$ cat src/rtl/sm_imem_pkg.sv
// Shared definitions for the loadable instruction memory: loader FSM states,
// the canonical RISC-V NOP and the even-parity helper.
package sm_imem_pkg;

  typedef enum logic [1:0] {
    ST_IDLE = 2'd0,
    ST_LOAD = 2'd1,
    ST_DONE = 2'd2
  } state_t;

  localparam logic [31:0] NOP = 32'h00000013;

  // Even parity over up to 64 bits; callers zero-extend narrower words.
  function automatic logic even_parity(input logic [63:0] w);
    return ^w;
  endfunction

endpackage

$ cat src/rtl/sm_imem_ram.sv
// Simple dual-port RAM: one write port for the loader, one registered read port
// for instruction fetch. The array itself is never reset so contents survive rst_n.
module sm_imem_ram #(
  parameter int W      = 32,
  parameter int DEPTH  = 128,
  parameter int ADDR_W = $clog2(DEPTH)
) (
  input  logic              clk,
  input  logic              rst_n,
  input  logic              we,
  input  logic [ADDR_W-1:0] waddr,
  input  logic [W-1:0]      wdata,
  input  logic              re,
  input  logic [ADDR_W-1:0] raddr,
  output logic [W-1:0]      rdata
);

  logic [W-1:0] mem [DEPTH];
  logic [W-1:0] rdata_reg;

  always_ff @(posedge clk) begin
    if (we) mem[waddr] <= wdata;
  end

  // Output register only updates on a read so the last word is held between fetches.
  always_ff @(posedge clk or negedge rst_n) begin
    if (!rst_n)  rdata_reg <= '0;
    else if (re) rdata_reg <= mem[raddr];
  end

  assign rdata = rdata_reg;

endmodule

$ cat src/rtl/sm_imem.sv
// Runtime-loadable per-node instruction memory with core hold during loads.
// Optional per-word even parity is enabled by defining SM_IMEM_PARITY_EN.
module sm_imem_loadable
  import sm_imem_pkg::*;
#(
  parameter int DATA_W        = 32,
  parameter int DEPTH         = 128,
  parameter int ADDR_W        = $clog2(DEPTH),
  parameter int NODE_ID       = 0,
  parameter bit HOLD_AT_RESET = 1'b1
) (
  input  logic              clk,
  input  logic              rst_n,
  input  logic              f_req,
  input  logic [ADDR_W-1:0] f_addr,
  output logic              f_rvalid,
  output logic [DATA_W-1:0] f_rdata,
  output logic              f_err,
  input  logic              ld_start,
  input  logic [ADDR_W-1:0] ld_base,
  input  logic [ADDR_W:0]   ld_len,
  input  logic              ld_valid,
  output logic              ld_ready,
  input  logic [DATA_W-1:0] ld_data,
  output logic              ld_busy,
  output logic              ld_done,
  output logic              core_hold,
  output logic [7:0]        node_id
);

`ifdef SM_IMEM_PARITY_EN
  localparam int RAM_W = DATA_W + 1;
`else
  localparam int RAM_W = DATA_W;
`endif

  state_t            state_reg, state_next;
  logic [ADDR_W-1:0] ptr_reg, ptr_next;
  logic [ADDR_W:0]   cnt_reg, cnt_next;
  logic              hold_reg, hold_next;
  logic              zdone_reg, zdone_next;
  logic              f_rvalid_reg;
  logic              we, re;
  logic [RAM_W-1:0]  wdata, rdata;

  always_ff @(posedge clk or negedge rst_n) begin
    if (!rst_n) begin
      state_reg    <= ST_IDLE;
      ptr_reg      <= '0;
      cnt_reg      <= '0;
      hold_reg     <= HOLD_AT_RESET;
      zdone_reg    <= 1'b0;
      f_rvalid_reg <= 1'b0;
    end else begin
      state_reg    <= state_next;
      ptr_reg      <= ptr_next;
      cnt_reg      <= cnt_next;
      hold_reg     <= hold_next;
      zdone_reg    <= zdone_next;
      f_rvalid_reg <= re;
    end
  end

  always_comb begin
    state_next = state_reg;
    ptr_next   = ptr_reg;
    cnt_next   = cnt_reg;
    hold_next  = hold_reg;
    zdone_next = 1'b0;
    case (state_reg)
      ST_IDLE: begin
        if (ld_start) begin
          if (ld_len != '0) begin
            state_next = ST_LOAD;
            ptr_next   = ld_base;
            cnt_next   = ld_len;
            hold_next  = 1'b1;
          end else begin
            zdone_next = 1'b1;
            hold_next  = 1'b0;
          end
        end
      end
      ST_LOAD: begin
        if (ld_valid) begin
          ptr_next = ptr_reg + 1'b1;  // natural wrap: DEPTH is a power of two
          cnt_next = cnt_reg - 1'b1;
          if (cnt_reg == 1) begin
            state_next = ST_DONE;
            hold_next  = 1'b0;
          end
        end
      end
      ST_DONE: state_next = ST_IDLE;
      default: state_next = ST_IDLE;
    endcase
  end

  assign we = (state_reg == ST_LOAD) && ld_valid;
  assign re = (state_reg == ST_IDLE) && f_req;

`ifdef SM_IMEM_PARITY_EN
  assign wdata = {even_parity(64'(ld_data)), ld_data};
  assign f_err = f_rvalid_reg && (even_parity(64'(rdata[DATA_W-1:0])) != rdata[DATA_W]);
`else
  assign wdata = ld_data;
  assign f_err = 1'b0;
`endif

  sm_imem_ram #(
    .W      (RAM_W),
    .DEPTH  (DEPTH),
    .ADDR_W (ADDR_W)
  ) u_ram (
    .clk   (clk),
    .rst_n (rst_n),
    .we    (we),
    .waddr (ptr_reg),
    .wdata (wdata),
    .re    (re),
    .raddr (f_addr),
    .rdata (rdata)
  );

  assign f_rvalid  = f_rvalid_reg;
  assign f_rdata   = rdata[DATA_W-1:0];
  assign ld_ready  = (state_reg == ST_LOAD);
  assign ld_busy   = (state_reg == ST_LOAD);
  assign ld_done   = (state_reg == ST_DONE) || zdone_reg;
  assign core_hold = hold_reg;
  assign node_id   = 8'(NODE_ID);

endmodule

$ cat config.mk
export PLATFORM = sky130hd
export DESIGN_NAME = sm_imem_loadable
export DESIGN_NICKNAME = d
export VERILOG_FILES = /design/src/rtl/sm_imem_pkg.sv /design/src/rtl/sm_imem_ram.sv /design/src/rtl/sm_imem.sv
export SDC_FILE = /design/constraint.sdc
export NUM_CORES = 2
export LEC_CHECK = 0
export ABC_AREA = 1
export BUFFER_PORTS_ARGS = -buffer_cell sky130_fd_sc_hd__buf_2
export CAP_MARGIN = 20
export CORE_MARGIN = 3
export CORE_UTILIZATION = 50
export DETAILED_ROUTE_END_ITERATION = 12
export GPL_ROUTABILITY_DRIVEN = 0
export PLACE_DENSITY = 0.62
export REMOVE_ABC_BUFFERS = 1
export SLEW_MARGIN = 20
export SYNTH_ARGS = -nofsm -noshare
export SYNTH_HDL_FRONTEND = slang
export SYNTH_SLANG_ARGS = --single-unit
$ cat constraint.sdc
create_clock -name clk -period 10.25 [get_ports clk]
set_clock_uncertainty 0.15 [all_clocks]
set_input_delay 0.5125 -clock clk [delete_from_list [all_inputs] [get_ports clk]]
set_output_delay 0.5125 -clock clk [all_outputs]
set_load 0.05 [all_outputs]
# ---- Word level (Yosys, flattened, before mapping)
# Memories as Yosys holds them, arrays and structs flattened. A register that Yosys moved wholly into a read port is not among the register bits.
# Cells that the tools add are included.
dict set report op_classes {
  add_sub_neg 2
  multipliers 0
  div 0
  n_lt_le_gt_ge 0
  eq_ne 7
  shifts 0
  n_mux 23
  n_bitwise 0
  reduce_logical 10
}
# cell n
set op_table {}
lappend op_table {{two-way mux 8 bit} 3}
lappend op_table {{two-way mux 7 bit} 3}
lappend op_table {{case mux 8 bit (2 select lines)} 1}
lappend op_table {{case mux 7 bit (2 select lines)} 1}
lappend op_table {{AND reduction 4 bit} 3}
lappend op_table {{two-way mux 1 bit} 9}
lappend op_table {{equality test 8 x 1 -> 1 bit (second input constant)} 1}
lappend op_table {{two-way mux 2 bit} 4}
lappend op_table {{nonzero test 8 bit} 1}
lappend op_table {{subtractor 8 x 1 -> 8 bit (second input constant)} 1}
lappend op_table {{adder 7 x 1 -> 7 bit (second input constant)} 1}
lappend op_table {{inequality test 2 bit (second input constant)} 3}
lappend op_table {{case mux 2 bit (2 select lines)} 1}
lappend op_table {{equality test 2 x 1 -> 1 bit (second input constant)} 1}
lappend op_table {{equality test 2 bit (second input constant)} 1}
lappend op_table {{logical AND 1 bit} 2}
lappend op_table {{logical NOT 2 bit} 1}
lappend op_table {{inequality test 2 x 1 -> 1 bit (second input constant)} 1}
lappend op_table {{case mux 1 bit (2 select lines)} 1}
lappend op_table {{nonzero test 2 bit} 1}
lappend op_table {{logical NOT 1 bit} 1}
lappend op_table {{logical OR 1 bit} 1}
dict set report word_totals {
  regBits 20
  latchBits 0
  mem_bits_rw 4096
  rom_bits 0
  in_bits 59
  out_inout_bits 46
  wordCells 49
  n_memories 1
}
# name depth word_bits rd rd_ports_with_merged_regs wr line
set mem_list {}
lappend mem_list {u_ram.mem 128 32 1 1 1 sm_imem_ram.sv:18} ;# logic [W-1:0] mem [DEPTH];

# ---- Longest topological paths before layout
dict set report depth {
  ltp_word 4
  mapped_depth 15
  mapped_depth_nobuf 11
}

# ---- Modules after synthesis
# A second synthesis with hierarchy kept.
dict set report unflattened {
  cells_unflattened 13694
  area_unflattened_um2 166971.4
}
# mod n_inst cells_per_inst area_each_um2 seq_area_each_um2
set by_module_without_submodules {}
lappend by_module_without_submodules {sm_imem_ram 1 13494 165598.8 123798.7}
lappend by_module_without_submodules {sm_imem_loadable 1 200 1372.6 501.7}

# ---- Worst setup path before layout
# Ideal clock, no wire load.
dict set report synth_timing {
  path_type {flip-flop to flip-flop}
  start {register state_reg[0]}
  end {memory u_ram.mem[100][0], enable pin}
  arrival_ns 2.637
  required_time_ns 9.679
  slack_ns 7.041
  path_stages_with_launch 8
  n_path_buf 1
  cell_sequence {dfrtp_1 -> inv_2 -> nor2_2 -> inv_2 -> nor2_2 -> nand2_1 -> clkbuf_1 -> nor2_1}
}
dict set report synth_via {
  elab_chain_len 4
}
# item line
set synth_lines {}
lappend synth_lines {{start, declared} sm_imem.sv:37} ;# state_t state_reg, state_next;
lappend synth_lines {{start signal, assigned} sm_imem.sv:55} ;# state_reg <= state_next;
lappend synth_lines {{equality test 2 x 1 -> 1 bit} sm_imem.sv:99} ;# assign we = (state_reg == ST_LOAD) && ld_valid;
lappend synth_lines {{logical AND 1 bit} sm_imem.sv:99}
lappend synth_lines {{two-way mux 1 bit} sm_imem_ram.sv:22} ;# if (we) mem[waddr] <= wdata;
lappend synth_lines {{two-way mux 1 bit (not written as such)} sm_imem_ram.sv:22}
lappend synth_lines {{end, declared} sm_imem_ram.sv:18}
# No other way between the ends.

==> metrics.csv <==
stage,metric,value,unit
critical_path,crit start category,input pin,
sta,Tcrit/Tclk final,46.4,%
floorplan,Die Y,583,um
placed_design,IO buf count,95,
critical_path,CP top delay family,buffers and inverters,
floorplan,Initial Utilization,50.4,%
cts,Clock transition at path regs,60,ps
sta,RSZ-0062 raised after global routing,false,
power_and_ir_drop,Clk pwr share,40.6,%
sta,Fmax achieved,210,MHz
global_route,first-pass GRT wire length,717,mm
critical_path,Worst Path Required,11000,ps
critical_path,Worst Path Buf+Inv,5,
routing,final wirelength,495,mm
yosys,"top cells by area, synth","edfxtp_1, nand3_1, nand2_1",
yosys,Netlist Area Pre-Place,167000,sq um
cts,Longest Clk Path Bufs,4,
yosys,Async SR Flop Fraction,1.25,%
routing,WL/cell,27.0,um
floorplan,die area,340000,sq um
power_and_ir_drop,Max VDD drop,141,uV
sta,Slew HR,19.2,%
yosys,Post-synth EDFFs,4096,
routing,post-route ant nets,0,
global_route,GRT Util Overall,28.6,%
placed_design,HPWL after DPL,255,mm
yosys,"count leader, synth",nand2_1,
final_layout,nets,13600,
cts,Clock Latency Late Sink,960,ps
yosys,Main synth FF type,edfxtp_1,
critical_path,slowest CP cell,buf_4,
yosys,sequential share of the synthesized area,74.6,%
power_and_ir_drop,Flop pwr share,50.8,%
power_and_ir_drop,Leakage,0.0645,uW
critical_path,CP dominant cell by count,nand3_1,
yosys,Ys Warns,0,
yosys,post-synthesis cell type count,33,
global_route,initial antenna violation count,19,
min_path,Hold WC Path Type,input pin to register,
cts,Clock Sinks,4148,
sta,Slew @ Worst Pin,1210,ps
power_and_ir_drop,Power per Cell Area,203,nW/um^2
critical_path,worst-path fanout max,192,
critical_path,Critical Path AT,5510,ps
sta,Final setup viols,0,
global_route,largest net degree at the start of global routing,197,
yosys,Post-Synthesis Cells,13700,
routing,residual DRC count,0,
yosys,"flops & latches, synth",4148,
routing,First-pass DRT Iterations,7,
power_and_ir_drop,Pint,28400,uW
yosys,Synth Area per Inst,12.2,sq um
floorplan,number of top-level pins,105,
sta,"Hold Vio Cnt, Final",0,
power_and_ir_drop,switching pwr,9220,uW
sta,total negative slack,0,ps
sta,Max Slew Vio Count,0,
cts,H-tree Lvls,5,
cts,clk root buf,clkbuf_16,
placed_design,Post-Place Cells,17500,
cts,TritonCTS Buffers,420,
critical_path,"Critical Path, Cell by Cell",buf_12 -> buf_4 -> buf_12 -> buf_4 -> buf_4 -> nand2_1 -> nand3_1 -> nand3_1 -> nand3_1 -> nand3_1 -> nand3_1 -> nand3_1 -> nand2_1 -> nand2_1 -> nand2_1,
power_and_ir_drop,Comb pwr share,8.6,%
critical_path,CP endpoint kind,register,
run_status,status,finished clean,
yosys,Post-synth top cells,"nand2_1, edfxtp_1, nand3_1",
floorplan,# rows,211,
critical_path,critical path type,input pin to register,
routing,initial drt markers,15000,
yosys,area share of the largest cell type after synthesis,73.8,%
routing,Vias,111000,
yosys,Synth area leader,edfxtp_1,
floorplan,Floorplan Core Area,331000,sq um
power_and_ir_drop,Net Sw Frac,24.5,%
routing,vias per cell,6.04,
global_route,number of global-route vias before repair,105000,
final_layout,share of cells above drive strength 1,8.02,%
floorplan,die width,583,um
final_layout,fin cells,18300,
global_route,global route overflow,0,
cts,CTS tree,done,
final_layout,Largest register FFs,4096,
critical_path,crit-path max cell delay,780,ps
sta,Min Hold Slack,48.9,ps
sta,Final Critical Period,4760,ps
job,# Max-Cap Violations,0,
final_layout,area grow syn2layout,11.2,%
==> final cells by class <==
cell class | instances | area [sq um]
multi-input combinational | 8539 | 38200
antenna | 12 | 30.0
timing repair buffer | 410 | 3400
clock buffer | 530 | 11400
inverter | 42 | 220
tap | 4366 | 5460
fill | 26600 | 146000
clock inverter | 252 | 2310
sequential | 4148 | 124000
==> worst paths after layout <==
path	end	startpoint	depth (start not counted)	slack (ps)
max reg2reg	u_ram.mem[84][14]	state_reg[0]	7	6610
min reg2reg	u_ram.rdata[17]	u_ram.rdata[17]	2	330
min in group asynchronous	f_rvalid	rst_n	2	150
max	u_ram.rdata[9]	f_addr[0]	15	5490
min	u_ram.mem[73][18]	ld_data[18]	1	50
max in group asynchronous	u_ram.rdata[28]	rst_n	2	9010
==> kinds of logic (layout without fill, tap and decap cells) <==
kind of cell,Yosys count,after routing,share of synthesized area (%)
fa+ha+maj,3,3,0.0225
other cells,1,21,0.00225
flops,4148,4148,74.6
buf+inv,973,1234,3.12
compound gates,42,42,0.149
simple gates,8485,8485,22.2
==> cells in the final DEF, fill, tap and decap left out, drive strengths merged, types with 3 or more instances in the layout <==
| cell type | netlist | final |
|---|---|---|
| nand2 | 4280 | 4280 |
| edfxtp | 4096 | 4096 |
| nand3 | 4041 | 4041 |
| clkbuf | 101 | 530 |
| buf | 830 | 365 |
| clkinv | 0 | 193 |
| nor2 | 153 | 153 |
| inv | 42 | 55 |
| dfrtp | 51 | 51 |
| dlygate4sd3 | 0 | 45 |
| bufinv | 0 | 38 |
| o21ai | 20 | 20 |
| diode | 0 | 12 |
| conb | 1 | 9 |
| nor3 | 8 | 8 |
| clkinvlp | 0 | 8 |
| a21oi | 7 | 7 |
| a22oi | 3 | 3 |
| ha | 3 | 3 |
==> worst reg2reg max path: cells and delay by family, from the launching register on <==
kind                   cells  cell delay (ps)
buffers and inverters      3              920
flip-flops                 1              480
AND/OR/NAND/NOR            4             1660
==> timing repair <==
| action | CTS | global route |
|---|---|---|
| setup buffers | 0 | 0 |
| hold buffers | 45 | 0 |
| endpoints found under the hold margin | 934 | 0 |
| gates resized for setup | 0 | 0 |
==> layer usage <==
| layer | global-route usage (%) | wire length (um) | vias to the layer above | part of all wire (%) |
|---|---|---|---|---|
| met4 | 10.6 | 18800 | 2 | 3.8 |
| met5 | 0 | 10 | - | 0.0020 |
| met2 | 44.7 | 229000 | 6058 | 46 |
| li1 | - | - | 48600 | - |
| met1 | 40.5 | 198000 | 55100 | 40 |
| met3 | 4.74 | 49400 | 819 | 10 |
==> through the flow <==
stage | util [%] | setup slack [ps] | total power (uW) | instance area [sq um]
detailed placement | 51.7 | 4770 | 22600 | 171000
floorplan | - | 1900 | 21000 | 162000
global placement | 51.7 | 4790 | 22600 | 171000
CTS | 56.0 | 5780 | 37700 | 185000
finish | 56.0 | 5490 | 37600 | 185000
global route | 56.0 | 5380 | 38700 | 185000
==> power by group through the flow <==
stage          clock (uW)  combinational [uW]  sequential, uW
3_3_place_gp            0                3110           19500
6_report            15300                3230           19100
4_1_cts             15400                3190           19100
5_1_grt             16100                3440           19100
2_1_floorplan           0                1430           19600
3_5_place_dp            0                3160           19500
Power figures use the tool's default switching activity.
